`config.mk`:
```
export PLATFORM = sky130hd
export DESIGN_NAME = cla_multiword_seq_flat
export DESIGN_NICKNAME = d
export VERILOG_FILES = /design/src/rtl/cla_multiword_seq_if.sv /design/src/rtl/cla_multiword_seq.sv /design/src/flat_wrapper.sv
export SDC_FILE = /design/constraint.sdc
export NUM_CORES = 1
export LEC_CHECK = 0
export CORE_ASPECT_RATIO = 1.25
export CORE_UTILIZATION = 47
export CTS_CLUSTER_DIAMETER = 80
export CTS_CLUSTER_SIZE = 20
export DETAILED_ROUTE_END_ITERATION = 8
export GPL_TIMING_DRIVEN = 0
export PLACE_DENSITY_LB_ADDON = 0.1
export SYNTH_ARGS = -nofsm -noshare
export SYNTH_HDL_FRONTEND = slang
export SYNTH_HIERARCHICAL = 1
export SYNTH_SLANG_ARGS = --single-unit
```
`constraint.sdc`:
```
create_clock -name clk -period 3.33 [get_ports clk]
set_input_delay 0.333 -clock clk [delete_from_list [all_inputs] [get_ports clk]]
set_output_delay 0.333 -clock clk [all_outputs]
set_load 0.05 [all_outputs]
```
`src/rtl/cla_multiword_seq_if.sv`:
```
// cla_multiword_seq_if: operand request / result response bundle for the
// multi-word CLA sequencer.
//   request : in_valid, in_ready, op_a, op_b, cin (and sub when the subtract
//             option CLA_SEQ_SUB_EN is compiled in)
//   response: out_valid, out_ready, sum, cout, ovf
// Modports: master = operand producer / result consumer, slave = sequencer.
interface cla_multiword_seq_if #(
    parameter int WORDS = 4
);
    logic                  in_valid;
    logic                  in_ready;
    logic [16*WORDS-1:0]   op_a;
    logic [16*WORDS-1:0]   op_b;
    logic                  cin;
`ifdef CLA_SEQ_SUB_EN
    logic                  sub;
`endif
    logic                  out_valid;
    logic                  out_ready;
    logic [16*WORDS-1:0]   sum;
    logic                  cout;
    logic                  ovf;

`ifdef CLA_SEQ_SUB_EN
    modport master (output in_valid, op_a, op_b, cin, sub, out_ready,
                    input  in_ready, out_valid, sum, cout, ovf);
    modport slave  (input  in_valid, op_a, op_b, cin, sub, out_ready,
                    output in_ready, out_valid, sum, cout, ovf);
`else
    modport master (output in_valid, op_a, op_b, cin, out_ready,
                    input  in_ready, out_valid, sum, cout, ovf);
    modport slave  (input  in_valid, op_a, op_b, cin, out_ready,
                    output in_ready, out_valid, sum, cout, ovf);
`endif
endinterface

```
`src/rtl/cla_multiword_seq.sv`:
```
// cla_multiword_seq: multi-precision adder that streams two 16*WORDS-bit
// operands through one shared 16-bit carry-lookahead adder, LSW first,
// chaining the carry in a register. Latency WORDS+1, one op per WORDS+2.
// Ports:
//   clk  - rising-edge clock
//   rst  - asynchronous active-low reset
//   bus  - cla_multiword_seq_if.slave (request/response handshakes)
// Parameters: WORDS (2..8) words of 16 bits per operand.
// Option macro: CLA_SEQ_SUB_EN adds the sub input (A - B via ~B + 1).

// 4-bit lookahead slice: sum only, group G/P is formed by the parent so the
// carry network has no path back through the slices.
module cla_4_bit (
    input  logic [3:0] a,
    input  logic [3:0] b,
    input  logic       cin,
    output logic [3:0] sum
);
    logic [3:0] g, p, c;

    assign g    = a & b;
    assign p    = a ^ b;
    assign c[0] = cin;
    assign c[1] = g[0] | (p[0] & cin);
    assign c[2] = g[1] | (p[1] & g[0]) | (p[1] & p[0] & cin);
    assign c[3] = g[2] | (p[2] & g[1]) | (p[2] & p[1] & g[0]) | (p[2] & p[1] & p[0] & cin);
    assign sum  = p ^ c;
endmodule

// Two-level 16-bit CLA: four 4-bit slices plus group carry lookahead.
module CLA_16_bit (
    input  logic [15:0] a,
    input  logic [15:0] b,
    input  logic        cin,
    output logic [15:0] sum,
    output logic        cout
);
    logic [15:0] g, p;
    logic [3:0]  gg, pg;
    logic [4:0]  c;

    assign g = a & b;
    assign p = a ^ b;

    for (genvar i = 0; i < 4; i++) begin : g_grp
        assign gg[i] = g[4*i+3] | (p[4*i+3] & g[4*i+2]) |
                       (p[4*i+3] & p[4*i+2] & g[4*i+1]) |
                       (p[4*i+3] & p[4*i+2] & p[4*i+1] & g[4*i]);
        assign pg[i] = &p[4*i +: 4];
        cla_4_bit u_slice (
            .a   (a[4*i +: 4]),
            .b   (b[4*i +: 4]),
            .cin (c[i]),
            .sum (sum[4*i +: 4])
        );
    end

    assign c[0] = cin;
    assign c[1] = gg[0] | (pg[0] & cin);
    assign c[2] = gg[1] | (pg[1] & gg[0]) | (pg[1] & pg[0] & cin);
    assign c[3] = gg[2] | (pg[2] & gg[1]) | (pg[2] & pg[1] & gg[0]) |
                  (pg[2] & pg[1] & pg[0] & cin);
    assign c[4] = gg[3] | (pg[3] & gg[2]) | (pg[3] & pg[2] & gg[1]) |
                  (pg[3] & pg[2] & pg[1] & gg[0]) | ((&pg) & cin);
    assign cout = c[4];
endmodule

module cla_multiword_seq #(
    parameter int WORDS = 4
) (
    input  logic               clk,
    input  logic               rst,
    cla_multiword_seq_if.slave bus
);
    localparam int KW = (WORDS > 1) ? $clog2(WORDS) : 1;

    typedef enum logic [1:0] {IDLE, RUN, DONE} state_t;

    state_t               state;
    logic                 in_ready_q, out_valid_q;
    logic [WORDS-1:0][15:0] a_q, b_q, acc_q, acc_nxt, sum_q;
    logic                 carry_q, cout_q, ovf_q;
    logic [KW-1:0]        k_q;
    logic [16*WORDS-1:0]  b_in;
    logic                 c_in;
    logic [15:0]          cla_sum;
    logic                 cla_cout;
    logic                 last;

`ifdef CLA_SEQ_SUB_EN
    // Subtract as A + ~B + 1; the incoming cin is ignored in that mode.
    assign b_in = bus.sub ? ~bus.op_b : bus.op_b;
    assign c_in = bus.sub | bus.cin;
`else
    assign b_in = bus.op_b;
    assign c_in = bus.cin;
`endif

    CLA_16_bit u_cla (
        .a    (a_q[k_q]),
        .b    (b_q[k_q]),
        .cin  (carry_q),
        .sum  (cla_sum),
        .cout (cla_cout)
    );

    assign last = (k_q == KW'(WORDS - 1));

    // Partial sum with the current word merged in; becomes the result on
    // the last word so the visible sum only changes on entry to DONE.
    always_comb begin
        acc_nxt      = acc_q;
        acc_nxt[k_q] = cla_sum;
    end

    always_ff @(posedge clk or negedge rst) begin
        if (!rst) begin
            state       <= IDLE;
            in_ready_q  <= 1'b1;
            out_valid_q <= 1'b0;
            a_q         <= '0;
            b_q         <= '0;
            acc_q       <= '0;
            sum_q       <= '0;
            carry_q     <= 1'b0;
            cout_q      <= 1'b0;
            ovf_q       <= 1'b0;
            k_q         <= '0;
        end else begin
            case (state)
                IDLE: begin
                    if (bus.in_valid) begin
                        a_q        <= bus.op_a;
                        b_q        <= b_in;
                        carry_q    <= c_in;
                        k_q        <= '0;
                        in_ready_q <= 1'b0;
                        state      <= RUN;
                    end
                end
                RUN: begin
                    acc_q   <= acc_nxt;
                    carry_q <= cla_cout;
                    k_q     <= k_q + 1'b1;
                    if (last) begin
                        k_q         <= '0;
                        sum_q       <= acc_nxt;
                        cout_q      <= cla_cout;
                        // Same-sign operands with a different-sign result.
                        ovf_q       <= (a_q[WORDS-1][15] == b_q[WORDS-1][15]) &&
                                       (cla_sum[15] != a_q[WORDS-1][15]);
                        out_valid_q <= 1'b1;
                        state       <= DONE;
                    end
                end
                DONE: begin
                    if (bus.out_ready) begin
                        out_valid_q <= 1'b0;
                        in_ready_q  <= 1'b1;
                        state       <= IDLE;
                    end
                end
                default: begin
                    out_valid_q <= 1'b0;
                    in_ready_q  <= 1'b1;
                    state       <= IDLE;
                end
            endcase
        end
    end

    assign bus.in_ready  = in_ready_q;
    assign bus.out_valid = out_valid_q;
    assign bus.sum       = sum_q;
    assign bus.cout      = cout_q;
    assign bus.ovf       = ovf_q;
endmodule
```
`src/flat_wrapper.sv`:
```
// flat-port wrapper written by rule: the top's interface ports become plain ports
module cla_multiword_seq_flat 
#(
    parameter int WORDS = 4
)
  (clk, rst, bus_in_valid, bus_op_a, bus_op_b, bus_cin, bus_out_ready, bus_in_ready, bus_out_valid, bus_sum, bus_cout, bus_ovf);
  cla_multiword_seq_if #(.WORDS(WORDS)) bus_i ();
  input  logic clk;
  input  logic rst;
  input wire logic [$bits(bus_i.in_valid)-1:0] bus_in_valid;
  input wire logic [$bits(bus_i.op_a)-1:0] bus_op_a;
  input wire logic [$bits(bus_i.op_b)-1:0] bus_op_b;
  input wire logic [$bits(bus_i.cin)-1:0] bus_cin;
  input wire logic [$bits(bus_i.out_ready)-1:0] bus_out_ready;
  output wire logic [$bits(bus_i.in_ready)-1:0] bus_in_ready;
  output wire logic [$bits(bus_i.out_valid)-1:0] bus_out_valid;
  output wire logic [$bits(bus_i.sum)-1:0] bus_sum;
  output wire logic [$bits(bus_i.cout)-1:0] bus_cout;
  output wire logic [$bits(bus_i.ovf)-1:0] bus_ovf;
  assign bus_i.in_valid = bus_in_valid;
  assign bus_i.op_a = bus_op_a;
  assign bus_i.op_b = bus_op_b;
  assign bus_i.cin = bus_cin;
  assign bus_i.out_ready = bus_out_ready;
  assign bus_in_ready = bus_i.in_ready;
  assign bus_out_valid = bus_i.out_valid;
  assign bus_sum = bus_i.sum;
  assign bus_cout = bus_i.cout;
  assign bus_ovf = bus_i.ovf;
  cla_multiword_seq #(.WORDS(WORDS)) u_core (.clk(clk), .rst(rst), .bus(bus_i));
endmodule
```
==> results of run 1 <==
## metrics by stage
step                      instances  hold WS, ns  worst slack, ns
final                          1398       0.3014         -0.01156
after global placement         1345       0.4609           -8.879
after detailed placement       1347       0.2141          -0.7390
after CTS                      1381       0.2943         -0.01417
after global routing           1398       0.3083          -0.1697
after floorplan                 815      0.03741          0.03634
## cells in the mapped netlist, types with 2 or more instances
cell type	instances
and4_1	2
buf_12	4
clkbuf_1	6
mux2_2	163
and3b_1	2
nand2_1	55
inv_1	19
o21bai_1	5
a21o_1	6
buf_4	3
buf_2	13
nor3_1	2
nand2_8	3
nor2b_1	3
a21oi_1	9
nand3_1	2
nor2_1	8
ha_1	32
mux2_4	30
mux4_2	32
o21ai_1	4
xnor2_1	16
a21oi_2	5
buf_6	21
a211oi_2	4
dfrtp_1	248
mux2i_1	48
a22o_1	2
o21ai_0	53
fa_1	4
## state kept, by name, summed over array words and instances (netlist names)
name	count
u_core/a_q	64
u_core/b_q	64
u_core/bus.sum	64
u_core/acc_q	48
u_core/k_q	2
u_core/state	2
u_core/bus.cout	1
u_core/bus.in_ready	1
u_core/bus.out_valid	1
u_core/bus.ovf	1
u_core/carry_q	1
## path summary, 6_finish.rpt
kind / to / slack (ns) / cells after the start
max: u_core/acc_q[24] / -0.01 / 12
min: u_core/bus.sum[35] / 0.30 / 2
max reg2reg: u_core/acc_q[24] / -0.01 / 12
min reg2reg: u_core/bus.sum[20] / 0.48 / 2
max in group asynchronous: u_core/b_q[44] / 2.19 / 3
min in group clk: u_core/a_q[22] / 0.45 / 2
## cell type report
class	count	area (um2)
multi-input cells	499	5368
clock inverters	2	13.76
flip-flops and latches	249	6232
repair buffers	234	2369
clock buffers	17	425.4
fillers	1984	9174
inverters	19	75.07
well taps	330	412.9
plain buffers	48	514.2
## worst reg2reg max path, cell delays in order (launching register included)
cell and delay [ns]:
dfrtp_1 0.40, buf_12 0.16, buf_12 0.14, mux4_2 0.59, ha_4 0.31, nand3_2 0.07, nor2_2 0.16, nor3_2 0.08
o21ai_2 0.21, inv_2 0.06, fa_2 0.56, clkinvlp_4 0.18, mux2_4 0.31
## logic make-up (layout without fill, tap and decap cells)
logic type / Yosys count / after routing / synth area share [%]
mux: 273 / 273 / 29.46
flops: 249 / 249 / 52.65
compound gates: 91 / 91 / 4.672
simple gates: 83 / 83 / 3.742
buf+inv: 67 / 320 / 4.238
fa+ha+maj: 36 / 36 / 4.059
xor+xnor: 16 / 16 / 1.184
## routing by layer
layer	up-vias	wire [um]	track usage, %
met5	-	13	0
met1	3729	11170	27.86
met3	29	1185	3.490
met2	146	14030	38.20
li1	3411	-	-
met4	2	529	5.532
## repair_timing
| action | in CTS | in global routing |
|---|---|---|
| pin swaps | 5 | 21 |
| buffers inserted | 14 | 15 |
| hold endpoints to repair | 28 | 0 |
| cloned | 0 | 2 |
| endpoints found under the setup margin | 90 | 74 |
| resized for setup | 42 | 29 |
| hold buffers | 1 | 0 |
==> key figures, run 1 <==
STA
  – Fin Setup TNS: -0.02520 ns
  – Final Hold Violating Endpoints: 0
  – Slew HR: 49.98%
  – Final-report setup violation count: 4
  – Final worst slack: -0.01156 ns
  – Final slew viol count: 0
  – Maximum operating frequency: 0.2993 GHz
  – Worst slew pin tran: 0.7450 ns
  – Period utilization: 100.3%
  – Minimum clock period: around 3.3 ns
  – RSZ-0062 raised after global routing: true
  – Skew final: roughly 0.014 ns

Clocking
  – Clock Tree Buf Depth: 3
  – CTS tree: yes
  – Htree depth: 1
  – CTS clk-pin slew, worst paths: 0.08 ns
  – Root Driver: clkbuf_16
  – Clock sinks: roughly 250
  – TritonCTS buffer count: 16
  – Clock latency on the worst-skew pair: 0.48 ns

Layout
  – Layout area overhead: 30.18%
  – Final core occ: between 60% and 70%
  – Layout cells sized above 1: 35.02%
  – Layout net count: 1,236
  – # diodes: 0
  – Most frequent cells in the layout: dfrtp_1, clkdlybuf4s50_1, mux2_2
  – Leading cell type in the layout, fill and taps excluded: dfrtp_1
  – Finished Cell Area: 0.01541 mm2

Synthesis
  – Post-Syn Nets: 984
  – #FFs+latches synth: 249
  – Seq/Total Area, Yosys: a little over half
  – Ys flop type: dfrtp_1
  – Share of synthesized registers carrying an async set or reset: 100.0%
  – Post-Syn Area: 0.01184 mm2
  – Largest area contributor in the netlist: dfrtp_1
  – Unique masters post-synth: just over 40
  – Area share of the largest cell type after synthesis: around 52%
  – Synth Instances: 815
  – Post-synth EDFFs: 0
  – Yosys warns: 6
  – Area contributors post-synth: dfrtp_1, mux2_2, mux4_2
  – Average size of a mapped cell: about 15 um2

Floorplan
  – Die height: ~180 um
  – Die Area: 0.02583 mm2
  – Chip width: 143.9 um
  – Site row count: 64
  – Starting Density: 48.15%
  – Core area: roughly 0.025 mm2
  – I/O pin cnt: roughly 200

Placement
  – Post-DP HPWL: 19,790 um
  – Placed inst area: 0.01433 mm2
  – Buffers added on ports: 200
  – Global placement routability congestion: roughly 0.74

Route
  – Drt first pass iters: 6
  – Aggregate routed wire length: 26,940 um
  – Initial DRC count: 174
  – DR vias: 7,317
  – WL/cell: a little under 20 um
  – DRC Markers: 0
  – Drt via density: 5.234
  – DRT antenna net count: 0

Critical path
  – Crit-path max cell delay: 0.59 ns
  – CP Max Fanout: 8
  – FF-to-FF Start: u_core/k_q[0]
  – Worst Setup SP: u_core/k_q[0]
  – Worst path bufs/invs: 4
  – Worst setup EP type: flop
  – Critical Path Source Type: flop
  – Most used cell, CP: buf_12
  – Critical Path Slowest Stage Cell: mux4_2
  – CP Data Required Time: 3.70 ns
  – Critical path, cell by cell: buf_12 -> buf_12 -> mux4_2 -> ha_4 -> nand3_2 -> nor2_2 -> nor3_2 -> o21ai_2 -> inv_2 -> fa_2 -> clkinvlp_4 -> mux2_4
  – CP Class: reg2reg
  – Crit path DAT: 3.71 ns
  – CP top delay family: multiplexers

Global routing
  – Gr ovfl total: 0
  – Initial antenna violation count: 2
  – Largest net degree at the start of global routing: 114
  – Global-route wire length before repair: 43,120 um
  – Total track usage: about 22%
  – Vias in the first global route: between 7,000 and 8,000

Run
  – Max-cap viol count: 0

Hold path
  – HP Class: in2async

Status
  – Outcome: finished, violations left
  – Failing checks: setup timing
Power of run 1 is left out: the tool's default activity adds up to more than one toggle a clock period on the data nets, which glitch-free logic cannot reach.
==> run 2: changes to the inputs <==
- SETUP_SLACK_MARGIN: unset -> 0.02
==> run 2 against run 1 <==
The run still ends with setup timing left. Wire length is 0.35% higher. Count of clock-buffer cells in the layout stayed put. Clock skew is 0.0014 ns lower. Core utilization is 0.12 points higher. Critical path type unchanged. Sequential share of layout area is 0.079 points lower. Worst setup slack worse by 0.019 ns.
==> key figures, run 2 (same netlist as run 1, synthesis figures left out) <==
Status
  – Outcome: finished, violations left
  – Failing checks: setup timing

Route
  – WL/cell: 19.36 um (+0.50%)
  – Highest metal used: met5
  – Met1 wire length: 11,110 um (-0.58%)
  – Wire length on met2: 13,960 um (-0.52%)
  – DRT antenna net count: 0 (unchanged)
  – Met3 WL post-DR: 1239 um (+4.6%)
  – Aggregate routed wire length: 27,030 um (+0.35%)
  – Drt first pass iters: 4 (-2)
  – DRC Markers: 0 (unchanged)
  – DR vias: 7,329 (+0.16%)
  – Initial DRC count: 191 (+9.8%)
  – Drt via density: 5.250 (+0.31%)

STA
  – Final-report setup violation count: 9 (+5)
  – Skew final: 0.01244 ns (-0.001371 ns)
  – Minimum clock period: 3.360 ns (+0.01887 ns)
  – Final worst slack: -0.03043 ns (-0.01887 ns)
  – RSZ-0062 raised after global routing: true
  – Worst slew pin tran: 0.7809 ns (+0.03590 ns)
  – Final slew viol count: 0 (unchanged)
  – Final Hold Violating Endpoints: 0 (unchanged)
  – Period utilization: 100.9% (+0.57 points)
  – Maximum operating frequency: 0.2976 GHz (-0.56%)
  – Slew HR: 47.57% (-2.4 points)

Clocking
  – Clock Tree Buf Depth: 3 (unchanged)
  – TritonCTS buffer count: 16 (unchanged)
  – Htree depth: 1 (unchanged)
  – Root Driver: clkbuf_16
  – CTS tree: yes
  – Clock sinks: 249 (unchanged)
  – CTS clk-pin slew, worst paths: 0.08 ns (about the same)
  – Clock latency on the worst-skew pair: 0.49 ns (about the same)

Layout
  – Most frequent cells in the layout: dfrtp_1, clkdlybuf4s50_1, mux2_2
  – Leading cell type in the layout, fill and taps excluded: dfrtp_1
  – Layout net count: 1,234 (-0.16%)
  – Non-filler cells, final: 1,396 (-0.14%)
  – Layout area overhead: 30.43%
  – # diodes: 0 (unchanged)
  – Layout cells sized above 1: 35.27% (+0.25 points)
  – Final core occ: 62.81% (+0.12 points)

Hold path
  – HP Class: in2async

Global routing
  – Vias in the first global route: 7,970 (+1.3%)
  – Total track usage: 22.08% (+0.25 points)
  – Gr ovfl total: 0 (unchanged)
  – Largest net degree at the start of global routing: 114 (unchanged)
  – Initial antenna violation count: 2 (unchanged)
  – Global-route wire length before repair: 43,570 um (+1.1%)

Critical path
  – Critical Path Slowest Stage Cell: mux4_2
  – Crit-path max cell delay: 0.58 ns (about the same)
  – Crit path DAT: 3.73 ns (+0.02 ns)
  – CP Class: reg2reg
  – Worst path bufs/invs: 4 (unchanged)
  – Critical path, cell by cell: buf_12 -> buf_12 -> mux4_2 -> ha_4 -> a21oi_4 -> nor2_4 -> nor3_2 -> o21ai_2 -> buf_4 -> a211oi_2 -> o21bai_1 -> xnor2_2 -> buf_4 -> mux2_4
  – CP top delay family: multiplexers
  – CP Max Fanout: 8 (unchanged)
  – CP Data Required Time: 3.70 ns (about the same)
  – Critical Path Source Type: flop
  – Worst setup EP type: flop

Placement
  – Global placement routability congestion: 0.7355 (unchanged)
  – Post-DP HPWL: 19,790 um (unchanged)
  – Buffers added on ports: 200 (unchanged)
  – DP Cell Count: 1,347 (unchanged)

Floorplan
  – Die height: 179.4 um (unchanged)
  – Die Area: 0.02583 mm2 (unchanged)
  – Site row count: 64 (unchanged)
  – Core area: 0.02458 mm2 (unchanged)
  – Starting Density: 48.15% (unchanged)
  – I/O pin cnt: 201 (unchanged)
  – Chip width: 143.9 um (unchanged)

Run
  – Max-cap viol count: 0 (unchanged)
-- run 2: cell types whose count changed in the layout (fill, tap and decap cells not counted), sizes merged --
cell and delta:
clkinvlp +1, inv -1, clkbuf -2
-- run 2: repair_timing --
| item | 4_1_cts | 5_1_grt |
|---|---|---|
| hold buffers | 1 | 0 |
| pin swaps | 13 | 13 |
| endpoints found under the hold margin | 28 | 0 |
| gates resized for setup | 53 | 35 |
| endpoints found under the setup margin | 90 | 55 |
| cloned | 1 | 0 |
| setup buffers | 24 | 5 |
-- run 2: worst paths after layout --
check	startpoint	cells past startpoint	slack, ns	to
setup / recovery	u_core/k_q[0]	14	-0.03	u_core/acc_q[43]
hold / removal	rst	2	0.30	u_core/bus.sum[35]
setup reg to reg	u_core/k_q[0]	14	-0.03	u_core/acc_q[43]
hold reg to reg	u_core/bus.sum[19]	2	0.48	u_core/bus.sum[19]
max in group asynchronous	rst	3	2.18	u_core/b_q[26]
min in group clk	bus_op_a[22]	2	0.45	u_core/a_q[22]
-- run 2: worst register-to-register path: cells and delay by family, from the launching register on --
kind	cells	cell delay (ns)
xor gates and xnor gates	1	0.18
AOI/OAI and AO/OA	4	0.58
and+or+nand+nor	2	0.33
muxes	2	0.84
adders and majority gates	1	0.28
buffers and inverters	4	0.64
DFF	1	0.40
-- run 2: through the flow --
stage	setup TNS (ns)	hold slack [ns]	worst slack (ns)	instance area [um2]
2_1_floorplan	0	0.03741	0.03634	11860
3_3_place_gp	-2240.68	0.4609	-8.879	14270
3_5_place_dp	-41.32	0.2141	-0.7390	14330
4_1_cts	0	0.2943	0.01704	15290
5_1_grt	-3.554	0.3087	-0.1352	15440
6_report	-0.1379	0.2986	-0.03043	15440
-- run 2: routing by layer --
| layer | up-vias | global-route usage (%) |
|---|---|---|
| li1 | 3402 | - |
| met1 | 3728 | 27.83 |
| met2 | 162 | 38.61 |
| met3 | 35 | 3.676 |
| met4 | 2 | 6.255 |
| met5 | - | 0 |
-- run 2: final cells by class --
type / instances / area (um2)
Buffer: 48 / 514.2
Clock buffer: 17 / 425.4
Clock inverter: 2 / 13.76
Fill cell: 1976 / 9144
Inverter: 19 / 81.33
Multi-Input combinational cell: 499 / 5418
Sequential cell: 249 / 6232
Tap cell: 330 / 412.9
Timing Repair Buffer: 232 / 2342
Power of run 2 is left out for the same reason.
==> run 3: changes to the inputs <==
- SLEW_MARGIN: unset -> 40
==> run 3 against run 2 <==
The run still ends with setup timing left. Die area unchanged. Wire length grew 0.91%. Sequential share of layout area shrank 0.23 points. Flip-flop and latch count unchanged. Worst hold slack improved by 0.078 ns. Register-to-register slack gained 0.02 ns. Critical path type unchanged. Largest cell class unchanged.
==> key figures, run 3 (same netlist as run 1, synthesis figures left out) <==
STA
  – Final slew viol count: 0 (unchanged)
  – Final-report setup violation count: 4 (-5)
  – Final Hold Violating Endpoints: 0 (unchanged)
  – RSZ-0062 raised after global routing: true
  – Fin Hold WS: 0.3761 ns (+0.07750 ns)
  – Maximum operating frequency: 0.2995 GHz (+0.66%)
  – Minimum clock period: 3.338 ns (-0.02198 ns)
  – Fin Setup TNS: -0.01665 ns (+0.1212 ns)
  – Skew final: 0.01870 ns (+0.006265 ns)
  – Worst slew pin tran: 0.7895 ns (+0.008673 ns)
  – Period utilization: 100.3% (-0.66 points)
  – Slew HR: 46.99% (-0.58 points)
  – Final worst slack: -0.008449 ns (+0.02198 ns)

Route
  – Aggregate routed wire length: 27,280 um (+0.91%)
  – WL/cell: 19.43 um (+0.34%)
  – Initial DRC count: 249 (+30%)
  – Drt via density: 5.268 (+0.34%)
  – DRT antenna net count: 0 (unchanged)
  – Drt first pass iters: 4 (unchanged)
  – DRC Markers: 0 (unchanged)
  – DR vias: 7,396 (+0.91%)

Clocking
  – CTS clk-pin slew, worst paths: 0.09 ns (about the same)
  – TritonCTS buffer count: 16 (unchanged)
  – Clock sinks: 249 (unchanged)
  – Clock latency on the worst-skew pair: 0.50 ns (about the same)
  – Htree depth: 1 (unchanged)
  – CTS tree: yes
  – Clock Tree Buf Depth: 3 (unchanged)
  – Root Driver: clkbuf_16

Placement
  – Post-DP HPWL: 19,810 um (+0.10%)
  – Buffers added on ports: 200 (unchanged)
  – Placed inst area: 0.01436 mm2 (+0.19%)
  – Global placement routability congestion: 0.7355 (unchanged)

Global routing
  – Global-route wire length before repair: 43,670 um (+0.22%)
  – Initial antenna violation count: 0 (-2)
  – Largest net degree at the start of global routing: 72 (-37%)
  – Gr ovfl total: 0 (unchanged)
  – Total track usage: 22.17% (+0.097 points)
  – Vias in the first global route: 7,859 (-1.4%)

Layout
  – Fill cell count: 1,971 (-0.25%)
  – Leading cell type in the layout, fill and taps excluded: dfrtp_1
  – Layout net count: 1,238 (+0.32%)
  – Seq. cell area: 0.006232 mm2 (unchanged)
  – # diodes: 0 (unchanged)
  – Finished Cell Area: 0.01553 mm2 (+0.58%)
  – Layout area overhead: 31.18%
  – Most frequent cells in the layout: dfrtp_1, clkdlybuf4s50_1, mux2_2
  – Layout cells sized above 1: 35.38% (+0.11 points)
  – Multi-input gate area: 0.005451 mm2 (+0.62%)

Critical path
  – Crit path DAT: 3.71 ns (-0.02 ns)
  – CP Data Required Time: 3.71 ns (about the same)
  – Critical Path Source Type: flop
  – Worst setup EP type: flop
  – CP Max Fanout: 7 (-1)
  – CP Class: reg2reg

Floorplan
  – Site row count: 64 (unchanged)
  – Die Area: 0.02583 mm2 (unchanged)
  – Core area: 0.02458 mm2 (unchanged)
  – Starting Density: 48.15% (unchanged)
  – I/O pin cnt: 201 (unchanged)
  – Chip width: 143.9 um (unchanged)
  – Die height: 179.4 um (unchanged)

Status
  – Failing checks: setup timing
  – Outcome: finished, violations left

Hold path
  – HP Class: in2async

Run
  – Max-cap viol count: 0 (unchanged)
-- run 3: cell types whose count changed in the layout (fill, tap and decap cells not counted), sizes merged --
cell,delta
clkbuf,+5
buf,+4
clkinvlp,-1
-- run 3: final timing paths --
kind / startpoint / endpoint / cells past startpoint / slack (ns)
max: u_core/k_q[0] / u_core/acc_q[24] / 12 / -0.008
min: rst / u_core/bus.sum[51] / 2 / 0.38
max reg2reg: u_core/k_q[0] / u_core/acc_q[24] / 12 / -0.008
min reg2reg: u_core/bus.sum[23] / u_core/bus.sum[23] / 2 / 0.48
max in group asynchronous: rst / u_core/b_q[57] / 4 / 1.86
min in group clk: bus_op_a[33] / u_core/a_q[33] / 2 / 0.44
-- run 3: routing by layer --
metal | part of all wire, % | vias up | GRT usage, %
met5 | 0 | - | 0
met4 | 2.2 | 0 | 6.255
met3 | 4.5 | 34 | 3.596
met2 | 51 | 170 | 38.63
met1 | 42 | 3770 | 28.16
li1 | - | 3422 | -
-- run 3: cell type report --
| cell class | instances | share of cell area (%) |
|---|---|---|
| flip-flops and latches | 249 | 40.13 |
| multi-input cells | 499 | 35.11 |
| clock inverters | 1 | 0.1047 |
| plain buffers | 48 | 3.312 |
| repair buffers | 236 | 15.33 |
| inverters | 19 | 0.4996 |
| clock buffers | 22 | 2.860 |
| well taps | 330 | 2.659 |
-- run 3: worst max-delay path, cell delays in order (launching register included) --
cell and delay [ns]:
dfrtp_1 0.40, buf_12 0.16, buf_12 0.13, mux4_2 0.59
ha_4 0.31, nand3_2 0.09, nor2_4 0.16, nor3_4 0.06
o21ai_2 0.20, inv_2 0.06, fa_2 0.55, clkinvlp_4 0.18
mux2_4 0.31
-- run 3: what timing repair did --
action	4_1_cts	5_1_grt
hold buffers	1	0
hold endpoints to repair	62	0
pin swaps	13	25
endpoints found under the setup margin	90	68
buffers inserted	28	4
gates resized for setup	57	38
gates cloned	1	0
-- run 3: metrics by stage --
| stage | instances | worst slack (ns) | util, % |
|---|---|---|---|
| final | 1404 | -0.008449 | 63.17 |
| after global routing | 1404 | -0.1212 | 63.17 |
| after CTS | 1401 | 0.01108 | 62.69 |
| after detailed placement | 1348 | -0.7412 | 58.41 |
| after global placement | 1345 | -8.879 | 58.05 |
| after floorplan | 815 | 0.03634 | - |
Power of run 3 is left out for the same reason.
==> edit 1: new RTL, settings of run 2 <==
The 3 states of `state_t` get a one-hot encoding in 3 bits.
--- a/src/rtl/cla_multiword_seq.sv
+++ b/src/rtl/cla_multiword_seq.sv
@@ -75,5 +75,5 @@
     localparam int KW = (WORDS > 1) ? $clog2(WORDS) : 1;
 
-    typedef enum logic [1:0] {IDLE, RUN, DONE} state_t;
+    typedef enum logic [2:0] {IDLE = 3'b001, RUN = 3'b010, DONE = 3'b100} state_t;
 
     state_t               state;
Function: same outputs for any inputs over 4 cycles, from zero or initial values and one cycle with rst low; so few cycles prove little.
==> edit 1 against run 2 <==
The flow still finishes with violations (negative setup slack). Setup slack got worse by 0.024 ns. Sequential cell count increased by 1. Sequential share of layout area increased by 0.72 points. Cell area down 1.3%. Hold slack got worse by 0.064 ns. Largest cell class unchanged. Synthesized area down 1.2%. Wire length up 1.3%. Critical path type unchanged. Global-route usage increased by 0.52 points. First-iteration DRC count is 41% higher. Die area decreased by 1.2%. Critical path depth shrank 1.
Power is not shown: default switching activity piles up to over one toggle a cycle in this logic, so the estimate is an artifact.
==> edit 1: results (changes against run 2) <==
Global routing
  – Met3 Resource Use GR: 3.946% (+0.27 points)
  – GR Layer Usage met2: 39.72% (+1.1 points)
  – Met1 usage: 27.86% (+0.033 points)
  – Overall Global Routing Usage: 22.60% (+0.52 points)
  – Vias in the first global route: 7923 (-0.59%)
  – First-pass GRT wire length: 43300 µm (-0.62%)

Placement
  – DPL Wire Length: 20140 µm (+1.8%)
  – Pre-CTS setup slack: -1.159 ns (-0.4197 ns)
  – Routability Congestion: 0.7788 (+5.9%)

Routing
  – Met3 routed WL: 1281 µm (+3.4%)
  – DR top layer: met4
  – Drt initial violations: 269 (+41%)
  – Routed length on met2: 13860 µm (-0.70%)
  – Routed WL: 27370 µm (+1.3%)

Yosys
  – Mux cell area share after synthesis: 27.49% (-2.0 points)
  – Net count after synthesis: 1031 (+4.8%)
  – Commonest cells in the netlist: dfrtp_1 (248), mux2_2 (162), nand2_1 (105), o21ai_0 (53), mux2i_1 (49)
  – Syn Inst Count: 862 (+5.8%)
  – Distinct cells, synth: 46 (+12%)

Finish
  – Post-layout net count: 1275 (+3.3%)
  – Share of cells above drive strength 1: 30.69% (-4.6 points)

STA
  – Worst slew pin tran: 0.7472 ns (-0.03368 ns)
  – Final WS setup: -0.05460 ns (-0.02417 ns)
  – Clk_skew: 0.01422 ns (+0.001779 ns)
  – Endpoints failing setup: 9 (unchanged)
  – Final TNS setup: -0.2285 ns (-0.09066 ns)

Outcome
  – Outcome: complete, but fails checks
  – Failing checks: negative setup slack

Setup path
  – Slowest stage delay, CP: 0.60 ns (+0.02 ns)
  – Crit-path max FO: 10 (+2)
  – Reg2reg path depth: 13 (-1)
  – Worst R2R Setup Slack: -0.05 ns (-0.02 ns)
  – Top delay family on crit path: adder cells
==> edit 1: changes by cell type after synthesis, sizes merged, moves of 2 or more <==
| cell | change |
|---|---|
| nor3b | +2 |
| nand2 | +47 |
| nor2 | -2 |
| and2 | +3 |
| a2bb2oi | +2 |
| clkbuf | +3 |
| buf | +3 |
| mux2 | -17 |
| a21oi | -2 |
==> edit 1: final cells by class <==
| class | instances | area (µm²) | share of cell area [%] |
|---|---|---|---|
| buffer | 54 | 432.9 | 2.842 |
| multi-input combinational | 538 | 5329 | 34.98 |
| sequential | 250 | 6259 | 41.09 |
| tap | 330 | 412.9 | 2.711 |
| inverter | 20 | 75.07 | 0.4929 |
| clock buffer | 22 | 444.2 | 2.916 |
| timing repair buffer | 226 | 2268 | 14.89 |
| clock inverter | 1 | 11.26 | 0.07393 |
==> edit 1: what timing repair did <==
item	in CTS	in global routing
setup endpoints to repair	94	68
resized for setup	48	38
pin swaps	8	11
hold endpoints to repair	16	0
buffers inserted	13	10
hold buffers	1	0
==> edit 2: new RTL, settings of run 2 <==
Without the edit above. `WORDS` is set to 4 in 3 places; all go to 2.
--- a/src/rtl/cla_multiword_seq_if.sv
+++ b/src/rtl/cla_multiword_seq_if.sv
@@ -6,5 +6,5 @@
 // Modports: master = operand producer / result consumer, slave = sequencer.
 interface cla_multiword_seq_if #(
-    parameter int WORDS = 4
+    parameter int WORDS = 2
 );
     logic                  in_valid;
--- a/src/rtl/cla_multiword_seq.sv
+++ b/src/rtl/cla_multiword_seq.sv
@@ -67,5 +67,5 @@
 
 module cla_multiword_seq #(
-    parameter int WORDS = 4
+    parameter int WORDS = 2
 ) (
     input  logic               clk,
--- a/src/flat_wrapper.sv
+++ b/src/flat_wrapper.sv
@@ -2,5 +2,5 @@
 module cla_multiword_seq_flat 
 #(
-    parameter int WORDS = 4
+    parameter int WORDS = 2
 )
   (clk, rst, bus_in_valid, bus_op_a, bus_op_b, bus_cin, bus_out_ready, bus_in_ready, bus_out_valid, bus_sum, bus_cout, bus_ovf);
Interface: changed (resized bus_op_a, bus_op_b and bus_sum); port bits go from 201 to 105. No check against the original RTL was run, so the function may have changed too.
==> edit 2 against run 2 <==
Via count shrank 50%. Synthesized area shrank 48%. Wire length shrank 53%. Non-clock buffer count decreased by 151. Setup slack better by 0.18 ns. Critical path depth is the same. Sequential cell count down 129. Cell area shrank 47%. Hold slack improved by 0.16 ns. Critical endpoint is now u_core/bus.ovf. Largest cell class unchanged.
Power is left out: the tool's default activity adds up to more than one toggle a clock period on the data nets, which glitch-free logic cannot reach.
==> edit 2: results (changes against run 2) <==
Clock tree
  – CTS Buffer Depth: 2 (-1)
  – Worst skew pair latency: 0.41 ns (-0.08 ns)
  – CTS root buf: clkbuf_16
  – H-tree Lvls: 4 (+3)
  – CTS clock-pin slew for the worst setup and hold paths: 0.06 ns (-0.02 ns)
  – TritonCTS Buffers: 17 (+1)

Yosys
  – Syn Inst Count: 417 (-49%)
  – Commonest cells in the netlist: dfrtp_1 (119), mux2_2 (85), mux2_4 (57), ha_1 (28), xnor2_1 (15)
  – Ys Warns: 6 (unchanged)
  – Top FF cell, synth: dfrtp_1
  – Area contributors post-synth: dfrtp_1 (48%), mux2_2 (15%), mux2_4 (14%), ha_1 (5.7%), xnor2_1 (2.1%)
  – Net count after synthesis: 518 (-47%)
  – Distinct cells, synth: 37 (-9.8%)
  – Ys async rst share: 100.0% (unchanged)
  – Seq/Total Area, Yosys: 48.60% (-4.0 points)

Global routing
  – Largest net degree at the start of global routing: 62 (-46%)
  – First-pass GRT wire length: 20490 µm (-53%)
  – Overall Global Routing Usage: 20.11% (-2.0 points)
  – Initial antenna violation count: 0 (-2)
  – Vias in the first global route: 3976 (-50%)

Placement
  – I/O Buffers: 104 (-48%)
  – DPL Wire Length: 9307 µm (-53%)
  – Routability Congestion: 0.7719 (+4.9%)
  – Placed insts: 690 (-49%)

Finish
  – Post-layout net count: 647 (-48%)
  – Share of cells above drive strength 1: 38.46% (+3.2 points)
  – N_diodes: 0 (unchanged)

Routing
  – Drt pass-1 iters: 4 (unchanged)
  – Vias: 3676 (-50%)
  – Vias per inst: 5.056 (-3.7%)
  – Drt initial violations: 79 (-59%)
  – Routed WL: 12670 µm (-53%)

STA
  – Final period util: 95.41% (-5.5 points)
  – Clk_skew: 0.005399 ns (-0.007040 ns)
  – Worst slew pin tran: 0.5696 ns (-0.2113 ns)

Outcome
  – Outcome: completed

Setup path
  – Crit-path max FO: 10 (+2)
  – Slowest stage delay, CP: 0.38 ns (-0.20 ns)
  – Slowest cell on crit path: mux2_2
  – CP arrival: 3.45 ns (-0.28 ns)

Hold path
  – HP Class: in2async
## edit 2: changes by cell type after synthesis, sizes merged, moves of 6 or more
cell    change
buf        -23
clkbuf      -6
dfrtp     -129
inv         -6
mux2       -48
mux2i      -48
mux4       -32
nand2      -51
o21ai      -48
## edit 2: cell families (layout without fill, tap and decap cells)
family | count (synthesis) | in the layout | synth area share, %
AOI/OAI and AO/OA | 41 | 41 | 4.818
xor gates and xnor gates | 16 | 16 | 2.267
adders and majority gates | 32 | 32 | 6.964
buffers and inverters | 32 | 174 | 4.372
DFF | 120 | 120 | 48.60
muxes | 145 | 145 | 29.88
and+or+nand+nor | 31 | 31 | 3.098
## edit 2: worst max-delay path: cells and delay by family, from the launching register on
kind            cells  cell delay (ns)
compound gates      6             1.00
fa+ha+maj           1             0.30
xor+xnor            1             0.24
flops               1             0.34
mux                 1             0.38
buf+inv             2             0.31
simple gates        3             0.48
## edit 2: area by class of cell
type,instances,area [µm²]
Tap cell,168,210.2
Fill cell,1030,4649
Clock inverter,14,150.1
Sequential cell,120,3004
Clock buffer,18,429.2
Timing Repair Buffer,110,1110
Inverter,13,48.80
Buffer,19,244.0
Multi-Input combinational cell,265,2932
## edit 2: stage by stage
stage	TNS, ns	worst slack (ns)	util, %	instance area (µm²)
5_1_grt	0	0.02470	63.61	8128
6_report	0	0.1529	63.61	8128
3_5_place_dp	-0.2938	-0.2100	58.39	7461
4_1_cts	0	0.02257	63.16	8070
2_1_floorplan	0	0.4105	-	6181
3_3_place_gp	-319.98	-2.686	58.17	7432
## edit 2: path summary, 6_finish.rpt
| kind | slack (ns) | endpoint | startpoint | cells after the start |
|---|---|---|---|---|
| worst max-delay path | 0.15 | u_core/bus.ovf | u_core/k_q | 14 |
| worst min-delay path | 0.46 | u_core/bus.sum[10] | rst | 2 |
| worst max register to register | 0.15 | u_core/bus.ovf | u_core/k_q | 14 |
| worst min register to register | 0.49 | u_core/bus.sum[4] | u_core/acc_q[4] | 1 |
| max in group asynchronous | 2.14 | u_core/bus.in_ready | rst | 3 |
| min in group clk | 0.49 | u_core/bus.sum[4] | u_core/acc_q[4] | 1 |
## edit 2: metal layers
metal | wire, µm | vias to the layer above | global-route usage, %
met3 | 559 | 7 | 5.544
met2 | 6452 | 83 | 34.83
met5 | 0 | - | 0
li1 | - | 1750 | -
met1 | 5558 | 1836 | 24.28
met4 | 104 | 0 | 7.042
## edit 2: what timing repair did
item	CTS	global route
setup buffers	0	4
resized for setup	5	6
hold endpoints to repair	59	0
setup endpoints to repair	7	5
cloned	0	0
pin swaps	1	2
hold buffers	1	0
